$ cat src/rtl/sprite_renderer_if.sv
// sprite_renderer_if: groups the raster, sprite-control, ROM and compositor signals of the
// sprite renderer.
//   frame_start  - one-cycle pulse at start of vertical blanking
//   de           - raster coordinate valid
//   pix_x/pix_y  - current raster coordinate
//   pos_x/pos_y  - requested sprite top-left corner
//   sprite_en    - requested sprite visibility
//   rom_addr     - registered sprite ROM address
//   rom_data     - sprite ROM data (asynchronous read of rom_addr)
//   out_de       - de aligned with out_color
//   out_hit      - opaque sprite pixel at this position
//   out_color    - sprite colour when out_hit, else 0
// Modport slave is the renderer; master is the raster source, ROM and compositor side.
interface sprite_renderer_if #(
  parameter int unsigned ADDRESS    = 11,
  parameter int unsigned COLOR_BITS = 24,
  parameter int unsigned COORD_BITS = 10
);
  logic                  frame_start;
  logic                  de;
  logic [COORD_BITS-1:0] pix_x;
  logic [COORD_BITS-1:0] pix_y;
  logic [COORD_BITS-1:0] pos_x;
  logic [COORD_BITS-1:0] pos_y;
  logic                  sprite_en;
  logic [ADDRESS-1:0]    rom_addr;
  logic [COLOR_BITS-1:0] rom_data;
  logic                  out_de;
  logic                  out_hit;
  logic [COLOR_BITS-1:0] out_color;

  modport slave (
    input  frame_start, de, pix_x, pix_y, pos_x, pos_y, sprite_en, rom_data,
    output rom_addr, out_de, out_hit, out_color
  );

  modport master (
    output frame_start, de, pix_x, pix_y, pos_x, pos_y, sprite_en, rom_data,
    input  rom_addr, out_de, out_hit, out_color
  );
endinterface

$ cat src/rtl/sprite_renderer.sv
// sprite_renderer: two-stage pixel pipeline that addresses the sprite ROM for the pixel under
// the beam, applies colour-key transparency and delivers hit/colour to the compositor.
// Sprite position and enable are shadowed on frame_start; animation frames advance every
// FRAME_TICKS frame_start pulses.
//   clk    - pixel clock
//   rst_n  - asynchronous active-low reset
//   bus    - sprite_renderer_if slave (raster in, ROM address/data, compositor out)
module sprite_renderer #(
  parameter int unsigned           ADDRESS     = 11,
  parameter int unsigned           COLOR_BITS  = 24,
  parameter int unsigned           COORD_BITS  = 10,
  parameter int unsigned           SPRITE_W    = 32,
  parameter int unsigned           SPRITE_H    = 32,
  parameter int unsigned           FRAMES      = 2,
  parameter int unsigned           FRAME_TICKS = 15,
  parameter logic [COLOR_BITS-1:0] KEY_COLOR   = COLOR_BITS'(24'hFF00FF)
) (
  input  logic             clk,
  input  logic             rst_n,
  sprite_renderer_if.slave bus
);
  localparam int unsigned TickW     = (FRAME_TICKS > 1) ? $clog2(FRAME_TICKS) : 1;
  localparam int unsigned AnimW     = (FRAMES > 1) ? $clog2(FRAMES) : 1;
  localparam int unsigned CW        = COORD_BITS + 1;
  localparam int unsigned FrameSize = SPRITE_W * SPRITE_H;

  // Shadowed sprite state and animation counters
  logic [COORD_BITS-1:0] r_sx;
  logic [COORD_BITS-1:0] r_sy;
  logic                  r_sen;
  logic [TickW-1:0]      r_tick;
  logic [AnimW-1:0]      r_anim;

  always_ff @(posedge clk or negedge rst_n) begin
    if (!rst_n) begin
      r_sx   <= '0;
      r_sy   <= '0;
      r_sen  <= 1'b0;
      r_tick <= '0;
      r_anim <= '0;
    end else if (bus.frame_start) begin
      r_sx  <= bus.pos_x;
      r_sy  <= bus.pos_y;
      r_sen <= bus.sprite_en;
      if (r_tick == TickW'(FRAME_TICKS - 1)) begin
        r_tick <= '0;
        if (r_anim == AnimW'(FRAMES - 1)) begin
          r_anim <= '0;
        end else begin
          r_anim <= r_anim + AnimW'(1);
        end
      end else begin
        r_tick <= r_tick + TickW'(1);
      end
    end
  end

  // Stage 1: hit test one bit wider than the coordinates so right/bottom overhang clips
  logic [CW-1:0]         w_px;
  logic [CW-1:0]         w_py;
  logic [CW-1:0]         w_sx;
  logic [CW-1:0]         w_sy;
  logic [CW-1:0]         w_sx_end;
  logic [CW-1:0]         w_sy_end;
  logic                  w_inside;
  logic [COORD_BITS-1:0] w_dx;
  logic [COORD_BITS-1:0] w_dy;
  logic [31:0]           w_addr_full;

  assign w_px     = {1'b0, bus.pix_x};
  assign w_py     = {1'b0, bus.pix_y};
  assign w_sx     = {1'b0, r_sx};
  assign w_sy     = {1'b0, r_sy};
  assign w_sx_end = w_sx + CW'(SPRITE_W);
  assign w_sy_end = w_sy + CW'(SPRITE_H);
  assign w_inside = bus.de & r_sen & (w_px >= w_sx) & (w_px < w_sx_end)
                  & (w_py >= w_sy) & (w_py < w_sy_end);
  assign w_dx     = bus.pix_x - r_sx;
  assign w_dy     = bus.pix_y - r_sy;
  assign w_addr_full = 32'(r_anim) * 32'(FrameSize) + 32'(w_dy) * 32'(SPRITE_W) + 32'(w_dx);

  logic [ADDRESS-1:0] r_rom_addr;
  logic               r_inside;
  logic               r_de;

  always_ff @(posedge clk or negedge rst_n) begin
    if (!rst_n) begin
      r_rom_addr <= '0;
      r_inside   <= 1'b0;
      r_de       <= 1'b0;
    end else begin
      r_rom_addr <= w_inside ? w_addr_full[ADDRESS-1:0] : '0;
      r_inside   <= w_inside;
      r_de       <= bus.de;
    end
  end

  // Stage 2: colour-key transparency on the ROM word addressed in stage 1
  logic                  w_hit;
  logic                  r_out_de;
  logic                  r_out_hit;
  logic [COLOR_BITS-1:0] r_out_color;

  assign w_hit = r_inside & (bus.rom_data != KEY_COLOR);

  always_ff @(posedge clk or negedge rst_n) begin
    if (!rst_n) begin
      r_out_de    <= 1'b0;
      r_out_hit   <= 1'b0;
      r_out_color <= '0;
    end else begin
      r_out_de    <= r_de;
      r_out_hit   <= w_hit;
      r_out_color <= w_hit ? bus.rom_data : '0;
    end
  end

  assign bus.rom_addr  = r_rom_addr;
  assign bus.out_de    = r_out_de;
  assign bus.out_hit   = r_out_hit;
  assign bus.out_color = r_out_color;
endmodule

$ cat src/flat_wrapper.sv
// flat-port wrapper written by rule: the top's interface ports become plain ports
module sprite_renderer_flat 
#(
  parameter int unsigned           ADDRESS     = 11,
  parameter int unsigned           COLOR_BITS  = 24,
  parameter int unsigned           COORD_BITS  = 10,
  parameter int unsigned           SPRITE_W    = 32,
  parameter int unsigned           SPRITE_H    = 32,
  parameter int unsigned           FRAMES      = 2,
  parameter int unsigned           FRAME_TICKS = 15,
  parameter logic [COLOR_BITS-1:0] KEY_COLOR   = COLOR_BITS'(24'hFF00FF)
)
  (clk, rst_n, bus_frame_start, bus_de, bus_pix_x, bus_pix_y, bus_pos_x, bus_pos_y, bus_sprite_en, bus_rom_data, bus_rom_addr, bus_out_de, bus_out_hit, bus_out_color);
  sprite_renderer_if #(.ADDRESS(ADDRESS), .COLOR_BITS(COLOR_BITS), .COORD_BITS(COORD_BITS)) bus_i ();
  input  logic clk;
  input  logic rst_n;
  input wire logic [$bits(bus_i.frame_start)-1:0] bus_frame_start;
  input wire logic [$bits(bus_i.de)-1:0] bus_de;
  input wire logic [$bits(bus_i.pix_x)-1:0] bus_pix_x;
  input wire logic [$bits(bus_i.pix_y)-1:0] bus_pix_y;
  input wire logic [$bits(bus_i.pos_x)-1:0] bus_pos_x;
  input wire logic [$bits(bus_i.pos_y)-1:0] bus_pos_y;
  input wire logic [$bits(bus_i.sprite_en)-1:0] bus_sprite_en;
  input wire logic [$bits(bus_i.rom_data)-1:0] bus_rom_data;
  output wire logic [$bits(bus_i.rom_addr)-1:0] bus_rom_addr;
  output wire logic [$bits(bus_i.out_de)-1:0] bus_out_de;
  output wire logic [$bits(bus_i.out_hit)-1:0] bus_out_hit;
  output wire logic [$bits(bus_i.out_color)-1:0] bus_out_color;
  assign bus_i.frame_start = bus_frame_start;
  assign bus_i.de = bus_de;
  assign bus_i.pix_x = bus_pix_x;
  assign bus_i.pix_y = bus_pix_y;
  assign bus_i.pos_x = bus_pos_x;
  assign bus_i.pos_y = bus_pos_y;
  assign bus_i.sprite_en = bus_sprite_en;
  assign bus_i.rom_data = bus_rom_data;
  assign bus_rom_addr = bus_i.rom_addr;
  assign bus_out_de = bus_i.out_de;
  assign bus_out_hit = bus_i.out_hit;
  assign bus_out_color = bus_i.out_color;
  sprite_renderer #(.ADDRESS(ADDRESS), .COLOR_BITS(COLOR_BITS), .COORD_BITS(COORD_BITS), .SPRITE_W(SPRITE_W), .SPRITE_H(SPRITE_H), .FRAMES(FRAMES), .FRAME_TICKS(FRAME_TICKS), .KEY_COLOR(KEY_COLOR)) u_core (.clk(clk), .rst_n(rst_n), .bus(bus_i));
endmodule
$ cat config.mk
export PLATFORM = sky130hd
export DESIGN_NAME = sprite_renderer_flat
export DESIGN_NICKNAME = d
export VERILOG_FILES = /design/src/rtl/sprite_renderer_if.sv /design/src/rtl/sprite_renderer.sv /design/src/flat_wrapper.sv
export SDC_FILE = /design/constraint.sdc
export NUM_CORES = 1
export LEC_CHECK = 0
export BUFFER_PORTS_ARGS = -buffer_cell sky130_fd_sc_hd__buf_2
export CELL_PAD_IN_SITES_DETAIL_PLACEMENT = 1
export CELL_PAD_IN_SITES_GLOBAL_PLACEMENT = 1
export CORE_UTILIZATION = 44
export CTS_BUF_LIST = sky130_fd_sc_hd__clkbuf_4
export DETAILED_ROUTE_END_ITERATION = 8
export PLACE_DENSITY = 0.91
export SYNTH_ARGS = -nofsm -noshare
export SYNTH_HDL_FRONTEND = slang
export SYNTH_SLANG_ARGS = --single-unit
$ cat constraint.sdc
create_clock -name clk -period 7.6 [get_ports clk]
set_clock_uncertainty 0.15 [all_clocks]
set_input_delay 0.38 -clock clk [delete_from_list [all_inputs] [get_ports clk]]
set_output_delay 0.38 -clock clk [all_outputs]
set_load 0.01 [all_outputs]
# Word level (Yosys, flattened, before mapping)
# Index checks and enable logic that the tools add are counted.
# Widths: inputs -> output; s select.
[totals]
register_bits = 65
input_bits = 69
elab_cells = 36
[classes]
addsub = 8
n_lt_le_gt_ge = 4
n_eq_ne = 2
mux = 4
bitwise = 6
reduce_logical = 1
[op_table]
columns = ["operator", "count"]
rows = [
  ["$mux 24", 1],
  ["$ne 24x24->1 const B", 1],
  ["$add 10x6->11 const B", 2],
  ["$lt 10x11->1", 2],
  ["$ge 10x10->1", 2],
  ["$add 11x10->11", 1],
  ["$add 11x11->11", 1],
  ["$mux 11", 1],
  ["$sub 10x10->10", 1],
  ["$and 1x1->1", 6],
  ["$sub 6x6->6", 1],
  ["$add 4x1->4 const B", 1],
  ["$eq 4x4->1 const B", 1],
  ["$mux 4", 1],
  ["$reduce_and 2->1", 1],
  ["$add 1x1->1 const B", 1],
  ["$mux 1", 1],
]

# Longest topological paths before layout
[logic_depth]
depth_word = 6
depth_mapped = 17

# Worst setup path before layout
# OpenSTA, ideal clock, no wires.
[synth_path]
kind = "in2reg"
from = "in bus_pix_x[0]"
to = "reg u_core.r_rom_addr[10], in the netlist u_core.bus.rom_addr[10]"
arrival_time_ns = 3.010
t_required_ns = 7.330
setup_slack_ns = 4.320
stages = 17
n_path_buf = 0
cell_sequence = "inv_1 > ha_1 > inv_1 > fa_1 > a211oi_1 > nor2_1 > o21a_1 > nor2_1 > o21ai_0 > xnor2_1 > ha_1 > nand2_1 > nor2_1 > a211o_1 > a21oi_1 > xnor3_1 > nor2b_1"
[synth_between]
elab_chain_cells = 6
word_cells_on_any_way = 9
[synth_rtl]
columns = ["item", "line_no", "text"]
rows = [
  ["from (decl)", "flat_wrapper.sv:19", "input wire logic [$bits(bus_i.pix_x)-1:0] bus_pix_x;"],
  ["branches (longest 5 deep; another with $add 11x10->11)", "-", ""],
  ["$mux 11 *", "sprite_renderer.sv:92", "r_rom_addr <= w_inside ? w_addr_full[ADDRESS-1:0] : '0;"],
  ["to (signal assigned)", "sprite_renderer.sv:92", ""],
  ["to (decl)", "sprite_renderer.sv:82", "logic [ADDRESS-1:0] r_rom_addr;"],
]
# Every way passes the cells marked *.
# A chain may end at the register's enable or synchronous reset.

# Worst setup path after layout
[layout_path]
from = "reg u_core.r_sx[0]"
to = "reg u_core.r_rom_addr[10], in the netlist u_core.bus.rom_addr[10]"
[layout_between]
elab_chain_cells = 6
word_cells_on_any_way = 10
[layout_rtl]
columns = ["item", "line_no", "text"]
rows = [
  ["from (decl)", "sprite_renderer.sv:28", "logic [COORD_BITS-1:0] r_sx;"],
  ["from (signal assigned)", "sprite_renderer.sv:42", "r_sx <= bus.pos_x;"],
  ["$add 10x6->11 / $ge 10x10->1 (equally long branches)", "sprite_renderer.sv:74, sprite_renderer.sv:76", ""],
  ["$lt 10x11->1 / $and 1x1->1 (equally long branches)", "sprite_renderer.sv:76", "assign w_inside = bus.de & r_sen & (w_px >= w_sx) & (w_px < w_sx_end)"],
  ["$and 1x1->1", "sprite_renderer.sv:76", ""],
  ["$and 1x1->1 (2 in a row)", "sprite_renderer.sv:77", "& (w_py >= w_sy) & (w_py < w_sy_end);"],
  ["$mux 11 *", "sprite_renderer.sv:92", ""],
]
# Every way passes the cells marked *; elsewhere a longest branch is shown, timed or not.

==> impl_metrics.csv <==
group,metric,value,unit
sta,slew_viol_final,0,
power,combPwrFrac,29.8,%
power,clkPwrFrac,29.3,%
worst_setup_path,slowest_stage,"fa_1",
global_routing,antenna_found_initial,0,
cts,cts_sinks,65,
worst_setup_path,worst_setup_path_start_kind,"register",
floorplanning,start_util,45.8,%
power,p_leak,2.41,nW
final_layout,finish.utilization,57.4,%
yosys,synth.distinct_cells,40,
outcome,status,"finished, violations left",
place,dp_cells,557,
power,power.internal,639,uW
cts,cts_made_buffers,9,
floorplanning,die_height,92.2,um
worst_setup_path,arrival,3.81,ns
yosys,syn_nets,467,
floorplanning,rows,32,
floorplanning,die_w,92.2,um
worst_setup_path,cp_data_required_time,7.75,ns
worst_setup_path,cp_slowest_stage_delay,0.42,ns
sta,worst_pin_slew,1.27,ns
routing,drt_iter0_drc,105,
routing,wl_met1,4.31,mm
cts,cts_root_buf,"clkbuf_4",
place,dp_hpwl,7.39,mm
worst_setup_path,path_common_cell,"nor2_1",
yosys,netlist_area,3580,um^2
power,power.switching,327,uW
yosys,yosysSeqAreaShare,45.5,%
routing,wl_met3,334,um
routing,dr_wl_met2,5.43,mm
floorplanning,ios,106,
floorplanning,design.core.area,7810,um^2
routing,wire_per_inst,17.8,um
sta,fin_crit_sh,48.1,%
power,sw_frac_of_total,33.9,%
routing,top_layer,"met4",
place,portBuffers,105,
final_layout,num-fill-cells,919,
cts,path_clk_slew,0.12,ns
global_routing,grt_usage,25.8,%
worst_setup_path,crit_path_max_fanout,3,
worst_setup_path,path_cells,"ha_1 > inv_1 > fa_1 > a211oi_1 > nor2_1 > o21a_1 > nor2_1 > xnor2_1 > ha_1 > a21oi_1 > nor2_1 > a211o_1 > a21oi_1 > xnor3_1 > nor2b_1",
sta,period_needed,3.66,ns
job,cap_viol_max_count,0,
cts,cts.repair.resized,0,
worst_setup_path,r2r_slack,3.94,ns
worst_hold_path,min_path_type,"primary input to asynchronous set/reset pin",
routing,dr_total_vias,3127,
final_layout,diodes,0,
cts,insertion_delay,0.44,ns
sta,setup_tns,0,ns
worst_setup_path,rr_startpoint,"u_core.r_sx[0]",
routing,vias_per_cell,5.35,
worst_setup_path,r2r-end,"u_core.bus.rom_addr[10]",
sta,hold_violations,28,
global_routing,grt_pass1_vias,3430,
sta,rsz0062_at_grt,"no",
sta,setup_viol,0,
floorplanning,die_area,8490,um^2
cts,cts_tree,"built",
final_layout,num-nets-final,586,
outcome,violations,"negative hold slack",
yosys,syn_avg_cell_area,9.99,um^2
worst_setup_path,startpoint,"u_core.r_sx[0]",
final_layout,drive_gt1_share,26.1,%
routing,wl,10.4,mm
worst_setup_path,r2r_cells,15,
global_routing,grt.overflow.total,0,
global_routing,grt_pass1_wl,16.7,mm
global_routing,grt_max_degree,66,
place,gp_congestion,0.754,
cts,cts.path.max_buffers,2,
sta,fmax,273,MHz
cts,h-tree-depth,3,
final_layout,area_delta_synth_final,25.3,%
worst_setup_path,crit_type,"register to register",
worst_setup_path,critical_path.endpoint,"u_core.bus.rom_addr[10]",
worst_setup_path,endpoint_kind,"register",
sta,maxSlewHeadroom,14.9,%
routing,drc_errors,0,
power,pwr-share-seq,40.9,%
power,power-per-cell-area,216,nW/um^2
routing,firstDrtPassIters,4,
yosys,syn_inst,358,
yosys,ys_ff_latch,65,
sta,holdWs,-0.0383,ns
yosys,yosysWarnings,0,
routing,antenna_left,0,
final_layout,finalNonFillerCells,584,
power,peakVddDrop,0.000118,V
[metal layers]
metal	up-vias	track usage, %
met2	85	45.8
met5	-	0
met1	1542	30.3
li1	1469	-
met3	31	4.64
met4	0	11.2
[worst max-delay path: cells and delay by family (launching register included)]
kind,cells,cell delay (ns)
and+or+nand+nor,4,0.48
DFF,1,0.37
xor gates and xnor gates,2,0.42
buffers and inverters,1,0.07
AOI/OAI and AO/OA,5,1.11
adders and majority gates,3,0.92
[state kept, by name, summed over array words and instances, names as in the netlist]
signal,cells
u_core.bus.out_color,24
u_core.bus.out_de,1
u_core.bus.out_hit,1
u_core.bus.rom_addr,11
u_core.r_anim,1
u_core.r_de,1
u_core.r_inside,1
u_core.r_sen,1
u_core.r_sx,10
u_core.r_sy,10
u_core.r_tick,4
[cell usage in the layout (no fill, tap or decap), types with 3 or more instances in the layout]
master	n
o211ai_1	3
a31oi_1	4
o21ai_0	28
and2_1	24
nand2_1	27
o21a_1	4
xor2_1	6
xnor2_1	14
inv_1	34
mux2_2	4
ha_1	37
a21o_1	6
clkbuf_4	9
and3_1	5
fa_1	3
nor2_1	18
dlygate4sd3_1	11
nor3_1	4
nand2b_1	5
dfrtp_1	65
nand3_1	12
a211oi_1	4
nor2b_1	4
nand4_1	5
buf_2	105
a21oi_1	17
[cell type report]
cell class	count	area [um^2]	share of cell area [%]
Sequential cell	65	1630	36.3
Multi-Input combinational cell	250	1780	39.8
Clock buffer	9	67.6	1.51
Inverter	34	128	2.85
Timing Repair Buffer	117	643	14.4
Clock inverter	7	103	2.29
Tap cell	102	128	2.85
[cells by family (layout without fill, tap and decap cells)]
family | Yosys count | after routing | share of synthesized area (%)
XOR/XNOR | 21 | 21 | 5.53
multiplexers | 4 | 4 | 1.26
flip-flops | 65 | 65 | 45.5
buffers and inverters | 43 | 167 | 4.62
AO/OA/AOI/OAI | 74 | 74 | 12.4
adder cells (fa/ha/maj) | 40 | 40 | 14.6
AND/OR/NAND/NOR | 111 | 111 | 16.1
[synth_stat cells, drive strengths merged]
cell,instances,area share [%]
dfrtp,65,45
ha,37,13
inv,34,3.6
o21ai,28,3.9
nand2,27,2.8
and2,24,4.2
nor2,18,1.9
a21oi,17,2.4
xnor2,14,3.4
nand3,12,1.7
a21o,6,1.3
clkbuf,6,0.63
xor2,6,1.5
and3,5,0.87
nand2b,5,0.87
nand4,5,0.87
a211oi,4,0.84
a31oi,4,0.70
mux2,4,1.3
nor2b,4,0.70
nor3,4,0.56
o21a,4,0.84
buf,3,0.42
fa,3,1.7
o211ai,3,0.63
nor4,2,0.35
a2111oi,1,0.24
a211o,1,0.24
a21boi,1,0.21
and4,1,0.24
and4b,1,0.28
nand4b,1,0.24
nor4b,1,0.24
o2111ai,1,0.24
o21bai,1,0.21
o221ai,1,0.24
o22ai,1,0.18
o31ai,1,0.21
or4b,1,0.28
xnor3,1,0.63
[power by group through the flow]
stage	Clock, mW	Sequential (mW)	Combinational, mW
after floorplan	0	0.397	0.189
after global placement	0	0.400	0.251
after detailed placement	0	0.402	0.271
after CTS	0.284	0.395	0.289
after global routing	0.300	0.400	0.321
final	0.283	0.395	0.288
[worst min-delay path by stage]
stage               slack (ns)             start                       end
CTS                     0.0001             rst_n            u_core.r_sy[6]
finish                   -0.04             rst_n              u_core.r_sen
floorplan                -0.07             rst_n   u_core.bus.out_color[0]
detailed placement        0.20       u_core.r_de         u_core.bus.out_de
global route            -0.007  bus_rom_data[19]  u_core.bus.out_color[19]
global placement          0.18       u_core.r_de         u_core.bus.out_de
[what timing repair did]
action                    CTS  global route
hold buffers               10             1
setup buffers               0             0
hold endpoints to repair   10             1
[metrics by stage]
stage / total power, mW / instance area [um^2] / setup WS [ns]
floorplan: 0.586 / 3580 / 4.32
global placement: 0.651 / 4200 / 4.07
detailed placement: 0.673 / 4200 / 3.80
CTS: 0.968 / 4470 / 3.93
global route: 1.02 / 4480 / 3.64
finish: 0.966 / 4480 / 3.94
No activity file was read; power rests on OpenSTA's default activity.
